--- config.mk ---
export PLATFORM = sky130hd
export DESIGN_NAME = color_wave_scheduler
export DESIGN_NICKNAME = d
export VERILOG_FILES = /design/src/rtl/color_wave_scheduler.sv
export SDC_FILE = /design/constraint.sdc
export NUM_CORES = 1
export LEC_CHECK = 0
export CAP_MARGIN = 20
export CORE_UTILIZATION = 43
export CTS_CLUSTER_SIZE = 12
export DETAILED_ROUTE_END_ITERATION = 8
export GPL_TIMING_DRIVEN = 0
export PLACE_DENSITY_LB_ADDON = 0.2
export SLEW_MARGIN = 30
export SYNTH_ARGS = -nofsm -noshare
export SYNTH_HDL_FRONTEND = slang
export SYNTH_SLANG_ARGS = --single-unit
--- constraint.sdc ---
create_clock -name clk -period 2.9 [get_ports clk]
set_input_delay 0.58 -clock clk [delete_from_list [all_inputs] [get_ports clk]]
set_output_delay 0.58 -clock clk [all_outputs]
set_load 0.01 [all_outputs]
--- src/rtl/color_wave_scheduler.sv ---
// color_wave_scheduler: paces colour waves from frame ticks and issues each row lane by lane to the spawner
module color_wave_scheduler #(
  parameter int LANES     = 5,
  parameter int PERIOD_W  = 8,
  parameter int MAX_RETRY = 3
) (
  input  logic                  clk,
  input  logic                  rst,
  input  logic                  game_en,
  input  logic                  frame_tick,
  input  logic [PERIOD_W-1:0]   period,
  input  logic [3*LANES-1:0]    rand_colors,
  input  logic [LANES-1:0]      lane_mask,
  output logic                  spawn_valid,
  output logic [2:0]            spawn_lane,
  output logic [2:0]            spawn_color,
  input  logic                  spawn_ready,
  output logic [15:0]           wave_count,
  output logic                  busy
);
  localparam int RW = $clog2(MAX_RETRY + 1);
  localparam logic [RW-1:0] MAXR = RW'(MAX_RETRY);
  typedef enum logic [1:0] {IDLE, COUNT, CAPTURE, ISSUE} state_t;
  state_t               state_q;
  logic [PERIOD_W-1:0]  frame_q;
  logic [RW-1:0]        retry_q;
  logic [3*LANES-1:0]   row_q, last_q, san;
  logic [LANES-1:0]     mask_q;
  logic                 valid_q, busy_q, more;
  logic [2:0]           lane_q, color_q, first_lane, first_color, nxt_lane, nxt_color;
  logic [15:0]          wave_q;
  logic [PERIOD_W-1:0]  per;
  logic                 period_done;
  assign per         = (period == '0) ? PERIOD_W'(1) : period;
  assign period_done = ({1'b0, frame_q} + 1'b1) >= {1'b0, per};
  always_comb begin
    san         = '0;
    first_lane  = '0;
    first_color = '0;
    nxt_lane    = '0;
    nxt_color   = '0;
    more        = 1'b0;
    for (int i = 0; i < LANES; i++)
      san[3*i +: 3] = (rand_colors[3*i +: 3] == 3'b000 || rand_colors[3*i +: 3] == 3'b111) ? 3'b001 : rand_colors[3*i +: 3];
    // scan downwards so the lowest qualifying lane wins
    for (int i = LANES - 1; i >= 0; i--) begin
      if (lane_mask[i]) begin
        first_lane  = 3'(i);
        first_color = san[3*i +: 3];
      end
      if (mask_q[i] && 3'(i) > lane_q) begin
        nxt_lane  = 3'(i);
        nxt_color = row_q[3*i +: 3];
        more      = 1'b1;
      end
    end
  end
  always_ff @(posedge clk or negedge rst) begin
    if (!rst) begin
      state_q <= IDLE;
      frame_q <= '0;
      retry_q <= '0;
      row_q   <= '0;
      last_q  <= '0;
      mask_q  <= '0;
      valid_q <= 1'b0;
      lane_q  <= '0;
      color_q <= '0;
      wave_q  <= '0;
      busy_q  <= 1'b0;
    end else begin
      case (state_q)
        IDLE: if (game_en) begin
          state_q <= COUNT;
          frame_q <= '0;
          busy_q  <= 1'b1;
        end
        COUNT: if (!game_en) begin
          state_q <= IDLE;
          busy_q  <= 1'b0;
        end else if (frame_tick) begin
          frame_q <= period_done ? '0 : frame_q + 1'b1;
          if (period_done) state_q <= CAPTURE;
        end
        CAPTURE: if (!game_en) begin
          state_q <= IDLE;
          busy_q  <= 1'b0;
          retry_q <= '0;
        end else if (rand_colors == last_q && retry_q < MAXR) begin
          retry_q <= retry_q + 1'b1;
        end else begin
          row_q   <= san;
          last_q  <= rand_colors;
          mask_q  <= lane_mask;
          retry_q <= '0;
          state_q <= (lane_mask == '0) ? COUNT : ISSUE;
          valid_q <= lane_mask != '0;
          if (lane_mask != '0) begin
            lane_q  <= first_lane;
            color_q <= first_color;
          end
        end
        ISSUE: if (valid_q && spawn_ready) begin
          if (more) begin
            lane_q  <= nxt_lane;
            color_q <= nxt_color;
          end else begin
            valid_q <= 1'b0;
            wave_q  <= wave_q + 1'b1;
            state_q <= game_en ? COUNT : IDLE;
            busy_q  <= game_en;
          end
        end
        default: state_q <= IDLE;
      endcase
    end
  end
  assign spawn_valid = valid_q;
  assign spawn_lane  = lane_q;
  assign spawn_color = color_q;
  assign wave_count  = wave_q;
  assign busy        = busy_q;
endmodule

==> results of run 1 <==
## cells in the mapped netlist (7+ instances only)
| cell | number | share of area (%) |
|---|---|---|
| nor2_1 | 14 | 1.4 |
| xor2_1 | 24 | 5.5 |
| dfrtp_1 | 67 | 44 |
| a21oi_1 | 9 | 1.2 |
| mux2_2 | 26 | 7.6 |
| nand2_1 | 41 | 4.0 |
| nand3_1 | 12 | 1.6 |
| ha_1 | 15 | 4.9 |
| xnor2_1 | 12 | 2.7 |
| inv_1 | 19 | 1.9 |
| and3_1 | 8 | 1.3 |
| o21ai_0 | 13 | 1.7 |
| clkbuf_1 | 7 | 0.69 |
## through the flow
stage / power [mW] / setup TNS (ps) / instances / area [sq um] / util [%]
finish: 3.66 / 0 / 548 / 4790 / 55.2
global route: 3.92 / -33.1 / 548 / 4790 / 55.2
floorplan: 2.34 / 0 / 368 / 3830 / -
global placement: 2.73 / -76750 / 530 / 4500 / 51.9
detailed placement: 2.78 / -2530 / 531 / 4530 / 52.2
CTS: 3.68 / 0 / 547 / 4770 / 54.9
## critical path, stage by stage
cell and delay [ps]:
clkdlybuf4s50_1 430, nor4_2 320, a41o_1 220, ha_1 220, nand2b_1 140, a211o_1 300, a32oi_2 230, nand2_1 130
and3_1 190, a22o_1 210
## metal layers
metal,track usage [%],vias to the layer above,share of wire (%)
met4,8.95,0,2.2
met1,28.2,1396,50
li1,-,1454,-
met3,3.08,15,3.6
met2,30.7,73,44
met5,0,-,0
## state kept, by name, summed over array words and instances, names as in the netlist
name and flops:
spawn_color 3, busy 1, frame_q 8, state_q 2, spawn_valid 1, last_q 15
mask_q 4, retry_q 2, row_q 12, spawn_lane 3, wave_count 16
## power by group through the flow
stage	clock (mW)	sequential [mW]	combinational, mW
after floorplan	0	1.47	0.870
after global placement	0	1.49	1.23
after detailed placement	0	1.51	1.27
after CTS	0.909	1.50	1.28
after global routing	0.953	1.54	1.42
final	0.891	1.50	1.27
## layout make-up
type	instances	area, sq um	share of cell area, %
inverters	19	71.3	1.49
clock buffers	10	138	2.87
repair buffers	56	573	12.0
flip-flops and latches	67	1680	35.0
multi-input cells	270	2040	42.7
clock inverters	6	88.8	1.85
well taps	108	135	2.82
plain buffers	12	63.8	1.33
## what timing repair did
action,in CTS,in global routing
setup endpoints to repair,2,4
pin swaps,0,1
buffers inserted,0,1
resized for setup,2,3
gates cloned,0,0
## kinds of logic after synthesis
| kind of cell | after synthesis | synth area share [%] |
|---|---|---|
| and+or+nand+nor | 114 | 15.8 |
| AOI/OAI and AO/OA | 69 | 12.9 |
| DFF | 67 | 43.8 |
| xor gates and xnor gates | 36 | 8.24 |
| muxes | 36 | 10.8 |
| buffers and inverters | 31 | 3.53 |
| adders and majority gates | 15 | 4.90 |
## final timing paths
path                                startpoint        endpoint  slack, ps  depth (start not counted)
worst max-delay path                 period[4]      state_q[0]        170                         10
worst min-delay path                       rst       row_q[13]        140                          1
worst max register to register      frame_q[2]      state_q[0]        210                         11
worst min register to register  wave_count[15]  wave_count[15]        480                          1
max in group asynchronous                  rst      frame_q[0]       2220                          2
min in group clk                wave_count[15]  wave_count[15]        480                          1
==> results.cfg, run 1 <==
[status]
status = finished clean

[cells_and_area]
num-fill-cells = 771
layout.cells.most_common = dfrtp_1
area_growth_pct = 25.1
drive_above_1_share_pct = 15.2
layout_common_cells = 67 x dfrtp_1, 53 x clkdlybuf4s50_1, 41 x nand2_1
nets = 483
antennaDiodeCount = 0

[pwr]
p_switching_mw = 1.22
pwr-share-clk_pct = 24.3
power_density_mw_per_mm2 = 764
seqPwrFrac_pct = 40.9
p_sw_share_pct = 33.4
cellLeakagePower_nw = 2.23
ir_drop_mv = 0.360
p_comb_share_pct = 34.7
intPower_mw = 2.44

[placement]
place.gp.congestion = 0.793
dp_hpwl_microns = 6180
port_buffers = 54
place_ws_ps = -417

[synth]
synth-edff-count = 0
synthFlopType = dfrtp_1
synth_cell_type_count = 52
syn_area_sq_mm = 0.00383
synth-async-reset-ratio_pct = 100
ys_ff_latch = 67
synth-warning-count = 0
yosysSeqAreaShare_pct = 43.8
mappedNetlistNets = 416
syn_avg_cell_area_sq_um = 10.4
syn_inst = 368

[floorplan]
dieWidth_microns = 96.4
die_area_sq_mm = 0.00929
rows = 34
dieHeight_microns = 96.4
ios = 57
core_area_sq_mm = 0.00868
start_util_pct = 44.1

[sta]
maxSlewHeadroom_pct = 67.5
rsz0062_at_grt = yes
clock_skew_ps = 9.54
slew_violations = 0
fin_crit_sh_pct = 94.2
hold_viol = 0
setup_viol = 0
fmax_mhz = 366
period_minus_slack_ps = 2730
whs_ps = 142
worst_pin_slew_ps = 484
fin_ws_ps = 169

[clocking]
cts_tree = yes
path_clk_slew_ps = 80
cts_buffer_depth = 2
insertion_delay_ps = 350
cts_buffers = 9
root_buffer = clkbuf_8
clock_sinks = 67
hold_buffers = 0
htreeDepth = 3

[critical_path]
worstSetupStartpointType = input port
required_ps = 3140
critPathKind = input port to flop
critPathMaxFanout = 3
crit_arrival_ps = 2970
cp-end-kind = flop

[routing]
drt-total-wl_microns = 8280
via_per_inst = 5.36
drc = 0
dr_total_vias = 2938
first_pass_iters = 4
wire_per_inst_microns = 15.1
drt_iter0_drc = 95
ant_nets = 0

[global_route]
grt_max_degree = 44
grt_pass1_wl_microns = 14000
grt_pass1_vias = 2878
grt-ovfl-total = 0
antenna_found_initial = 0
grt.total_usage_pct = 20.1

[flow_run]
drv_cap = 0

[min_path]
hold_class = input port to async pin
Note: power is estimated with default switching activity, not from simulation.
==> run 2: changes to the inputs <==
- ABC_AREA: default -> 1
- CTS_CLUSTER_DIAMETER: default -> 40
==> run 2 against run 1 <==
Against the previous run: worst setup slack improved by 64 ps; register-to-register slack improved by 20 ps; flip-flop and latch count did not move; area after synthesis rose by 11%; clock skew rose by 1.8 ps; final area rose by 9.0%; critical endpoint unchanged; highest routed layer unchanged; die area rose by 10%.
==> results.cfg, run 2 <==
[status]
status = finished clean

[clocking]
insertion_delay_ps = 350
ctsResizeCount = 0
clock_sinks = 67
hold_buffers = 0
cts_buffer_depth = 2
htreeDepth = 3
post_cts_buffers = 0
cts_buffers = 9
root_buffer = clkbuf_8
path_clk_slew_ps = 80
cts_tree = yes

[critical_path]
timing.rr.start = frame_q[0]
worstSetupStartpointType = flop
critPathLaunch = frame_q[0]
required_ps = 3150
r2r_slack_ps = 230
critPathMaxFanout = 8
critPathKind = flop to flop
crit_arrival_ps = 2910
critPathCapture = state_q[0]
cp-end-kind = flop
reg2reg_depth = 13
r2r_end = state_q[0]

[routing]
ant_nets = 0
drt-total-wl_microns = 9470
wire_per_inst_microns = 11.9
drt_iter0_drc = 211
dr_total_vias = 3871
via_per_inst = 4.88
first_pass_iters = 4
drc = 0

[synth]
syn_area_sq_mm = 0.00424
mappedNetlistNets = 640
synth-async-reset-ratio_pct = 100
synth_most_common_cell = nand2_1
syn_avg_cell_area_sq_um = 7.16
synth_cell_type_count = 36
synth-warning-count = 0
synth-edff-count = 0
synthFlopType = dfrtp_1
synth_top_area_share_pct = 39.6
synthTopCellsByCount = 200 x nand2_1, 67 x dfrtp_1, 63 x inv_1
synthTopCellsByArea = dfrtp_1 40%, nand2_1 18%, inv_1 5.6%
syn_inst = 592
ys_ff_latch = 67
yosysSeqAreaShare_pct = 39.6
synth_top_cell_by_area = dfrtp_1

[cells_and_area]
layout_common_cells = 200 x nand2_1, 67 x dfrtp_1, 63 x inv_1
fin_cells = 793
nets = 707
num-fill-cells = 940
area_growth_pct = 23.3
drive_above_1_share_pct = 10.4
layout.cells.most_common = nand2_1
largest_reg_flops = 16
antennaDiodeCount = 0

[floorplan]
rows = 35
die_area_sq_mm = 0.0103
core_area_sq_mm = 0.00937
dieHeight_microns = 101
start_util_pct = 45.2
ios = 57
dieWidth_microns = 101

[sta]
setup_viol = 0
worst_pin_slew_ps = 519
slew_violations = 0
clock_skew_ps = 11.4
fmax_mhz = 375
maxSlewHeadroom_pct = 65.1
fin_crit_sh_pct = 91.9
hold_viol = 0
period_minus_slack_ps = 2670
rsz0062_at_grt = no
finalSetupTns_ps = 0

[min_path]
hold_class = input port to async pin

[placement]
dp_hpwl_microns = 7440
place.gp.congestion = 0.865
port_buffers = 55
placed_cells = 777

[global_route]
antenna_found_initial = 0
grt_max_degree = 49
grt.total_usage_pct = 20.4
grt_pass1_vias = 3564
grt-ovfl-total = 0
grt_pass1_wl_microns = 16200

[pwr]
cellLeakagePower_nw = 2.62
power_density_mw_per_mm2 = 728
ir_drop_mv = 0.439

[flow_run]
drv_cap = 0
==> run 2: changes by cell type after synthesis, sizes merged, moves of 6 or more <==
cell | before | now
nand2 | 41 | 209
xor2 | 24 | 13
nand3 | 13 | 30
nand4 | 5 | 18
and3 | 8 | 0
nor2 | 14 | 42
a21oi | 9 | 23
inv | 19 | 84
clkbuf | 7 | 1
mux2 | 30 | 0
o21bai | 6 | 0
o21ai | 13 | 50
==> run 2: cells by family after synthesis <==
family	synth area share, %
buf+inv	8.95
flops	39.6
compound gates	10.2
fa+ha+maj	4.43
mux	0.236
xor+xnor	4.13
simple gates	32.4
==> run 2: how the worst min path moves through the flow <==
stage,slack (ps),to,startpoint,cells after the start
floorplan,280,busy,rst,0
global placement,470,spawn_color[0],spawn_color[0],2
detailed placement,470,row_q[12],row_q[12],2
CTS,90,wave_count[4],rst,1
global route,100,wave_count[4],rst,1
finish,100,wave_count[4],rst,1
==> run 2: through the flow <==
| step | worst slack (ps) | power (mW) | area (sq um) | utilization (%) | hold WS [ps] |
|---|---|---|---|---|---|
| finish | 233 | 3.80 | 5220 | 55.7 | 103 |
| floorplan | 660 | 2.40 | 4240 | - | 284 |
| CTS | 259 | 3.84 | 5220 | 55.7 | 94.0 |
| global route | 7.49 | 4.13 | 5220 | 55.7 | 100 |
| detailed placement | 92.2 | 2.86 | 4970 | 53.1 | 471 |
| global placement | -1070 | 2.82 | 4950 | 52.8 | 467 |
==> run 2: cell type report <==
cell class	instances	area (sq um)	share of cell area (%)
timing repair buffer	56	576	11.0
clock buffer	9	124	2.37
tap	129	161	3.09
sequential	67	1680	32.1
multi-input combinational	430	2180	41.8
inverter	84	315	6.04
buffer	11	63.8	1.22
clock inverter	7	125	2.40
==> run 2: critical path, stage by stage (launching register included) <==
cell and delay [ps]:
dfrtp_1 400, ha_1 200, nand2_1 80, nor2_2 150, nand3_1 120, xor2_1 180
ha_1 300, nand2_1 90, nor3_1 190, nand4_1 350, nand4_1 310, nand2_1 100
nand2_1 60, nand2_1 40
==> run 2: power by group <==
group | total, mW | switching (mW) | internal, mW
clock | 0.964 | 0.385 | 0.578
sequential | 1.50 | 0.249 | 1.25
combinational | 1.34 | 0.762 | 0.576
total | 3.80 | 1.40 | 2.40
==> run 2: routing by layer <==
| metal | vias up | wire length (microns) | track usage, % |
|---|---|---|---|
| met4 | 0 | 104 | 6.91 |
| li1 | 2019 | - | - |
| met1 | 1764 | 4750 | 27.8 |
| met2 | 81 | 4240 | 32.4 |
| met3 | 7 | 386 | 4.14 |
| met5 | - | 0 | 0 |
